--- config.mk ---
export PLATFORM = sky130hd
export DESIGN_NAME = pipelined_barrel_shifter_flat
export DESIGN_NICKNAME = d
export VERILOG_FILES = /design/src/rtl/pipelined_barrel_shifter_if.sv /design/src/rtl/pipelined_barrel_shifter.sv /design/src/flat_wrapper.sv
export SDC_FILE = /design/constraint.sdc
export NUM_CORES = 1
export LEC_CHECK = 0
export ABC_AREA = 1
export CAP_MARGIN = 15
export CORE_ASPECT_RATIO = 1.2
export CORE_MARGIN = 1.5
export CORE_UTILIZATION = 54
export DETAILED_ROUTE_END_ITERATION = 10
export MAX_ROUTING_LAYER = met4
export PLACE_DENSITY_LB_ADDON = 0.25
export RECOVER_POWER = 25
export SYNTH_ARGS = -nofsm -noshare
export SYNTH_HDL_FRONTEND = slang
export SYNTH_SLANG_ARGS = --single-unit
--- constraint.sdc ---
create_clock -name clk -period 1.4 [get_ports clk]
set_input_delay 0.14 -clock clk [delete_from_list [all_inputs] [get_ports clk]]
set_output_delay 0.14 -clock clk [all_outputs]
set_load 0.02 [all_outputs]
--- src/rtl/pipelined_barrel_shifter_if.sv ---
// Valid/ready bundle for the pipelined barrel shifter: input operand side and result side.
// The slave modport is the shifter's view; the master modport is the producer/consumer view.
interface pipelined_barrel_shifter_if #(
    parameter int unsigned WIDTH = 8,
    parameter int unsigned AMT_W = 3
);
    logic             in_valid;
    logic             in_ready;
    logic [WIDTH-1:0] in_data;
    logic [AMT_W-1:0] amt;
    logic [1:0]       mode;
    logic             out_valid;
    logic             out_ready;
    logic [WIDTH-1:0] out_data;

    modport slave (
        input  in_valid, in_data, amt, mode, out_ready,
        output in_ready, out_valid, out_data
    );

    modport master (
        output in_valid, in_data, amt, mode, out_ready,
        input  in_ready, out_valid, out_data
    );
endinterface

--- src/rtl/pipelined_barrel_shifter.sv ---
// WIDTH-bit rotate/shift unit (rotl, rotr, shl, asr), one log2 step per pipeline register,
// largest step first, with a single global advance shared by every stage.
module pipelined_barrel_shifter #(
    parameter int unsigned WIDTH = 8,
    parameter int unsigned AMT_W = 3
) (
    input logic                       clk,
    input logic                       reset,
    pipelined_barrel_shifter_if.slave bus
);
    if (WIDTH < 2 || (WIDTH & (WIDTH - 1)) != 0) begin : g_bad_width
        $error("pipelined_barrel_shifter: WIDTH must be a power of two >= 2");
    end
    if (AMT_W != $clog2(WIDTH)) begin : g_bad_amt_w
        $error("pipelined_barrel_shifter: AMT_W must equal log2(WIDTH)");
    end

    function automatic logic [WIDTH-1:0] stage_op(input logic [WIDTH-1:0] x,
                                                  input logic [1:0]       m,
                                                  input int unsigned      d);
        logic [WIDTH-1:0] y;
        unique case (m)
            2'b00:   y = (x << d) | (x >> (WIDTH - d));
            2'b01:   y = (x >> d) | (x << (WIDTH - d));
            2'b10:   y = x << d;
            default: y = WIDTH'($signed(x) >>> d);
        endcase
        return y;
    endfunction

    logic                              w_adv;
    logic [AMT_W-1:0]                  r_valid;
    logic [AMT_W-1:0][WIDTH-1:0]       r_data;
    logic [AMT_W-1:0][AMT_W-1:0]       r_amt;
    logic [AMT_W-1:0][1:0]             r_mode;

    // Every stage moves together; a full last stage blocks the whole pipe.
    assign w_adv         = ~r_valid[AMT_W-1] | bus.out_ready;
    assign bus.in_ready  = w_adv;
    assign bus.out_valid = r_valid[AMT_W-1];
    assign bus.out_data  = r_data[AMT_W-1];

    for (genvar s = 0; s < AMT_W; s++) begin : g_stage
        localparam int unsigned Dist = 1 << (AMT_W - 1 - s);

        logic             w_src_valid;
        logic [WIDTH-1:0] w_src_data;
        logic [AMT_W-1:0] w_src_amt;
        logic [1:0]       w_src_mode;
        logic [WIDTH-1:0] w_nxt_data;

        if (s == 0) begin : g_head
            assign w_src_valid = bus.in_valid;
            assign w_src_data  = bus.in_data;
            assign w_src_amt   = bus.amt;
            assign w_src_mode  = bus.mode;
        end else begin : g_body
            assign w_src_valid = r_valid[s-1];
            assign w_src_data  = r_data[s-1];
            assign w_src_amt   = r_amt[s-1];
            assign w_src_mode  = r_mode[s-1];
        end

        assign w_nxt_data = w_src_amt[AMT_W-1-s] ? stage_op(w_src_data, w_src_mode, Dist)
                                                 : w_src_data;

        // Data only loads behind a valid word so out_data stays 0 from reset to first result.
        always_ff @(posedge clk or posedge reset) begin
            if (reset) begin
                r_valid[s] <= 1'b0;
                r_data[s]  <= '0;
                r_amt[s]   <= '0;
                r_mode[s]  <= '0;
            end else if (w_adv) begin
                r_valid[s] <= w_src_valid;
                r_amt[s]   <= w_src_amt;
                r_mode[s]  <= w_src_mode;
                if (w_src_valid) begin
                    r_data[s] <= w_nxt_data;
                end
            end
        end
    end

    // Each stage consumes only one amt bit and the last stage needs no control fields.
    logic w_unused;
    assign w_unused = ^{r_amt, r_mode[AMT_W-1]};
endmodule
--- src/flat_wrapper.sv ---
// flat-port wrapper written by rule: the top's interface ports become plain ports
module pipelined_barrel_shifter_flat 
#(
    parameter int unsigned WIDTH = 8,
    parameter int unsigned AMT_W = 3
)
  (clk, reset, bus_in_valid, bus_in_data, bus_amt, bus_mode, bus_out_ready, bus_in_ready, bus_out_valid, bus_out_data);
  pipelined_barrel_shifter_if #(.WIDTH(WIDTH), .AMT_W(AMT_W)) bus_i ();
  input logic clk;
  input logic reset;
  input wire logic [$bits(bus_i.in_valid)-1:0] bus_in_valid;
  input wire logic [$bits(bus_i.in_data)-1:0] bus_in_data;
  input wire logic [$bits(bus_i.amt)-1:0] bus_amt;
  input wire logic [$bits(bus_i.mode)-1:0] bus_mode;
  input wire logic [$bits(bus_i.out_ready)-1:0] bus_out_ready;
  output wire logic [$bits(bus_i.in_ready)-1:0] bus_in_ready;
  output wire logic [$bits(bus_i.out_valid)-1:0] bus_out_valid;
  output wire logic [$bits(bus_i.out_data)-1:0] bus_out_data;
  assign bus_i.in_valid = bus_in_valid;
  assign bus_i.in_data = bus_in_data;
  assign bus_i.amt = bus_amt;
  assign bus_i.mode = bus_mode;
  assign bus_i.out_ready = bus_out_ready;
  assign bus_in_ready = bus_i.in_ready;
  assign bus_out_valid = bus_i.out_valid;
  assign bus_out_data = bus_i.out_data;
  pipelined_barrel_shifter #(.WIDTH(WIDTH), .AMT_W(AMT_W)) u_core (.clk(clk), .reset(reset), .bus(bus_i));
endmodule
==> metrics.md, run 1 <==
| Metric | Value |
|---|---|
| Slowest cell delay on critical path | 0.60 ns |
| Cell count of the worst reg-to-reg path | 6 |
| Pre-antenna DRT Iters | 7 |
| Max-slew headroom | a little under half |
| RSZ-0062 raised after global routing | no |
| Synthesized Nets | 285 |
| Final-report hold violation count | 0 |
| Slew Limit Fails | 0 |
| Post-CTS Setup Bufs | 0 |
| Yosys warning count | 0 |
| Status | complete, no violations |
| Reg-to-reg slack, setup | 0.17 ns |
| Peak VDD IR | 1.322 mV |
| Fin crit period | 1.370 ns |
| Routed Antenna Nets | 0 |
| Worst Hold Class | primary input to flip-flop |
| Hold path endpoint | u_core.g_stage[1].w_src_amt[0] |
| WL/cell | 10.86 µm |
| Startpoint types | flip-flop |
| First-pass GRT wire length | 6.582 mm |
| Critical Path End Type | output pin |
| Die Wd | 56.78 µm |
| Clk slew on worst S/H paths | 0.07 ns |
| H-tree depth | 2 |
| Layout overhead on the synthesized area | 22.50% |
| Worst hold path depth | 3 |
| Worst hold start | bus_amt[0] |
| Reg2reg start | u_core.bus.out_valid |
| Fin nets | between 300 and 400 |
| Worst endpoint required time | 1.26 ns |
| # IOs | 27 |
| Die area | 0.003835 mm² |
| # diodes | 0 |
| Period utilization | 97.85% |
| Syn_area_per_cell | between 6 and 7 µm² |
| Actual slew at the worst max-slew pin | 0.8087 ns |
| Post-Place Worst Slack | -0.08560 ns |
| Vias in the first global route | between 1.5k and 2k |
| Grt ovf | 0 |
| Detailed Route WL | 3.694 mm |
| Post-synthesis compound-gate area fraction | 9.146% |
| Fmax | 0.7300 GHz |
| Cell Chain, Critical Path | clkdlybuf4s50_1 |
| Max-cap violations | 0 |
| Crit Path Max Fanout | 2 |
| DR vias/cell | 4.991 |
| Power per cell area | roughly 1800 mW/mm² |
| Total Routing Usage GR | 22.78% |
| Worst setup margin | 0.03017 ns |
| DR iter-0 viols | 63 |
| Post-synth cell types | 18 |
| CP Data Arrival Time | between 1 and 1.5 ns |
| Seq cells post-synth | 34 |
| Synth Area in XOR/XNOR | 0% |
| Row count | 23 |
| Synth Instances | 268 |
| Final Setup Violations | 0 |
| Leak pwr | 1.265 nW |
| Sequential area share after synthesis | a little under half |
| Clock Sinks | 34 |
| Layout cell share with drive strength beyond 1 | 10.23% |
| Simple-gate share of the synthesized area | 36.18% |
| Worst-Skew Late Latency | 0.29 ns |
| Synthesized cell area | 0.001874 mm² |
| Clock skew | between 0.006 and 0.007 ns |
| Initial core utilization | a little under three fifths |
| DRC errors left | 0 |
| Mux cell area share after synthesis | 0% |
| Height of the die | 67.54 µm |
| CTS Buf Count | 5 |
| Adder-cell share of the synthesized area | 0% |
| Reg-to-reg endpoint | u_core.g_stage[2].w_src_data[2] |
| Initial antenna violation count | 0 |
| CTS tree | done |
| Clock root buffer | clkbuf_8 |
| Power, Total | 4.208 mW |
| GPL Wtd Cong | ~0.84 |
| PortBufs | 26 |
| Core Region | approximately 0.0033 mm² |
| Critical path class | flip-flop to output pin |
| Critical path's top delay family | buffers and inverters |
| Via Count | about 1.7k |
| Post-DP HPWL | between 2 and 3 mm |
| Main combinational cell family by area after synthesis | simple AND/OR/NAND/NOR gates |
| Final Util | 68.78% |
| Max stage delay cell, worst path | clkdlybuf4s50_1 |
| Largest net degree at the start of global routing | 35 |
| Worst Path Buf+Inv | 1 |
| Clock Path Buffers | 2 |
-- cells by family (layout without fill, tap and decap cells) --
logic type      after synthesis  count (layout)
simple gates                164             164
buf+inv                      40              75
flops                        34              34
compound gates               30              30
-- metal layers --
metal | vias up | global-route usage (%) | share of wire, %
li1 | 893 | - | -
met1 | 743 | 22.06 | 40
met5 | - | - | 0
met4 | 0 | 12.50 | 3.2
met3 | 12 | 5.172 | 4.0
met2 | 49 | 42.15 | 53
-- placed cells by master (no fill, tap or decap), drive strengths merged --
master,synthesis,layout
clkbuf,0,8
nand3,21,21
nand2,97,97
nand3b,1,1
dlygate4sd2,0,2
dlygate4sd3,0,1
o21ai,13,13
a21boi,1,1
inv,32,32
a21oi,16,16
clkinv,0,1
dlymetal6s2s,0,6
dfrtp,34,34
nor2,45,45
buf,8,8
clkdlybuf4s50,0,17
-- timing repair --
| action | 4_1_cts | 5_1_grt |
|---|---|---|
| endpoints found under the setup margin | 2 | 6 |
| gates resized for setup | 2 | 6 |
| hold buffers | 0 | 0 |
-- where the power goes --
group          internal (mW)  switching [mW]
logic                  0.735            1.12
clock network          0.396           0.351
registers               1.36           0.252
total                   2.49            1.72
-- metrics by stage --
step | instances | hold slack, ns | TNS, ns | cell area, µm²
after global routing | 340 | 0.4535 | 0 | 2296
after CTS | 340 | 0.1877 | 0 | 2296
final | 340 | 0.4019 | 0 | 2296
after global placement | 332 | 0.4543 | -0.1294 | 2207
after detailed placement | 332 | 0.4584 | -0.3061 | 2207
after floorplan | 268 | 0.2566 | 0 | 1874
-- sequential cells by signal, summed over array words and instances, names as in the netlist --
name and cells:
u_core.g_stage.w_src_amt 3, u_core.g_stage.w_src_valid 2, u_core.g_stage.w_src_data 16, u_core.g_stage.w_src_mode 4, u_core.bus.out_valid 1, u_core.bus.out_data 8
-- synthesized netlist by cell type (all sizes together) --
library cell  number  area (µm²)
nand3             21       105.1
inv               32       120.1
a21boi             1       11.26
dfrtp             34       850.8
o21ai             13       65.06
nand2             97       389.1
nand3b             1       7.510
nor2              45       176.4
buf                8       53.80
a21oi             16       95.09
-- worst max path at each step --
stage	start	to	slack (ns)	cells after the start
after floorplan	u_core.bus.out_valid	u_core.g_stage[1].w_src_data[6]	0.28	5
after global placement	bus_out_ready	bus_in_ready	-0.07	4
after detailed placement	bus_out_ready	bus_in_ready	-0.09	4
after CTS	u_core.bus.out_data[7]	bus_out_data[7]	0.008	1
after global routing	u_core.bus.out_data[1]	bus_out_data[1]	0.001	1
final	u_core.bus.out_data[1]	bus_out_data[1]	0.03	1
-- cell type report --
| class | instances | area [µm²] |
|---|---|---|
| clock buffers | 7 | 86.33 |
| clock inverters | 1 | 5.005 |
| fillers | 277 | 1042 |
| inverters | 32 | 120.1 |
| multi-input cells | 194 | 849.6 |
| flip-flops and latches | 34 | 850.8 |
| well taps | 37 | 46.29 |
| repair buffers | 35 | 337.8 |
(Power assumes the default switching activity.)
==> inputs of run 2 (changes only) <==
--- a/config.mk
+++ b/config.mk
@@ -10,6 +10,7 @@
 export CORE_ASPECT_RATIO = 1.2
 export CORE_MARGIN = 1.5
 export CORE_UTILIZATION = 54
+export CTS_CLUSTER_SIZE = 16
 export DETAILED_ROUTE_END_ITERATION = 10
 export MAX_ROUTING_LAYER = met4
 export PLACE_DENSITY_LB_ADDON = 0.25
==> results of run 2 <==
No change in the layout: final DEF, timing and power equal those of run 1.
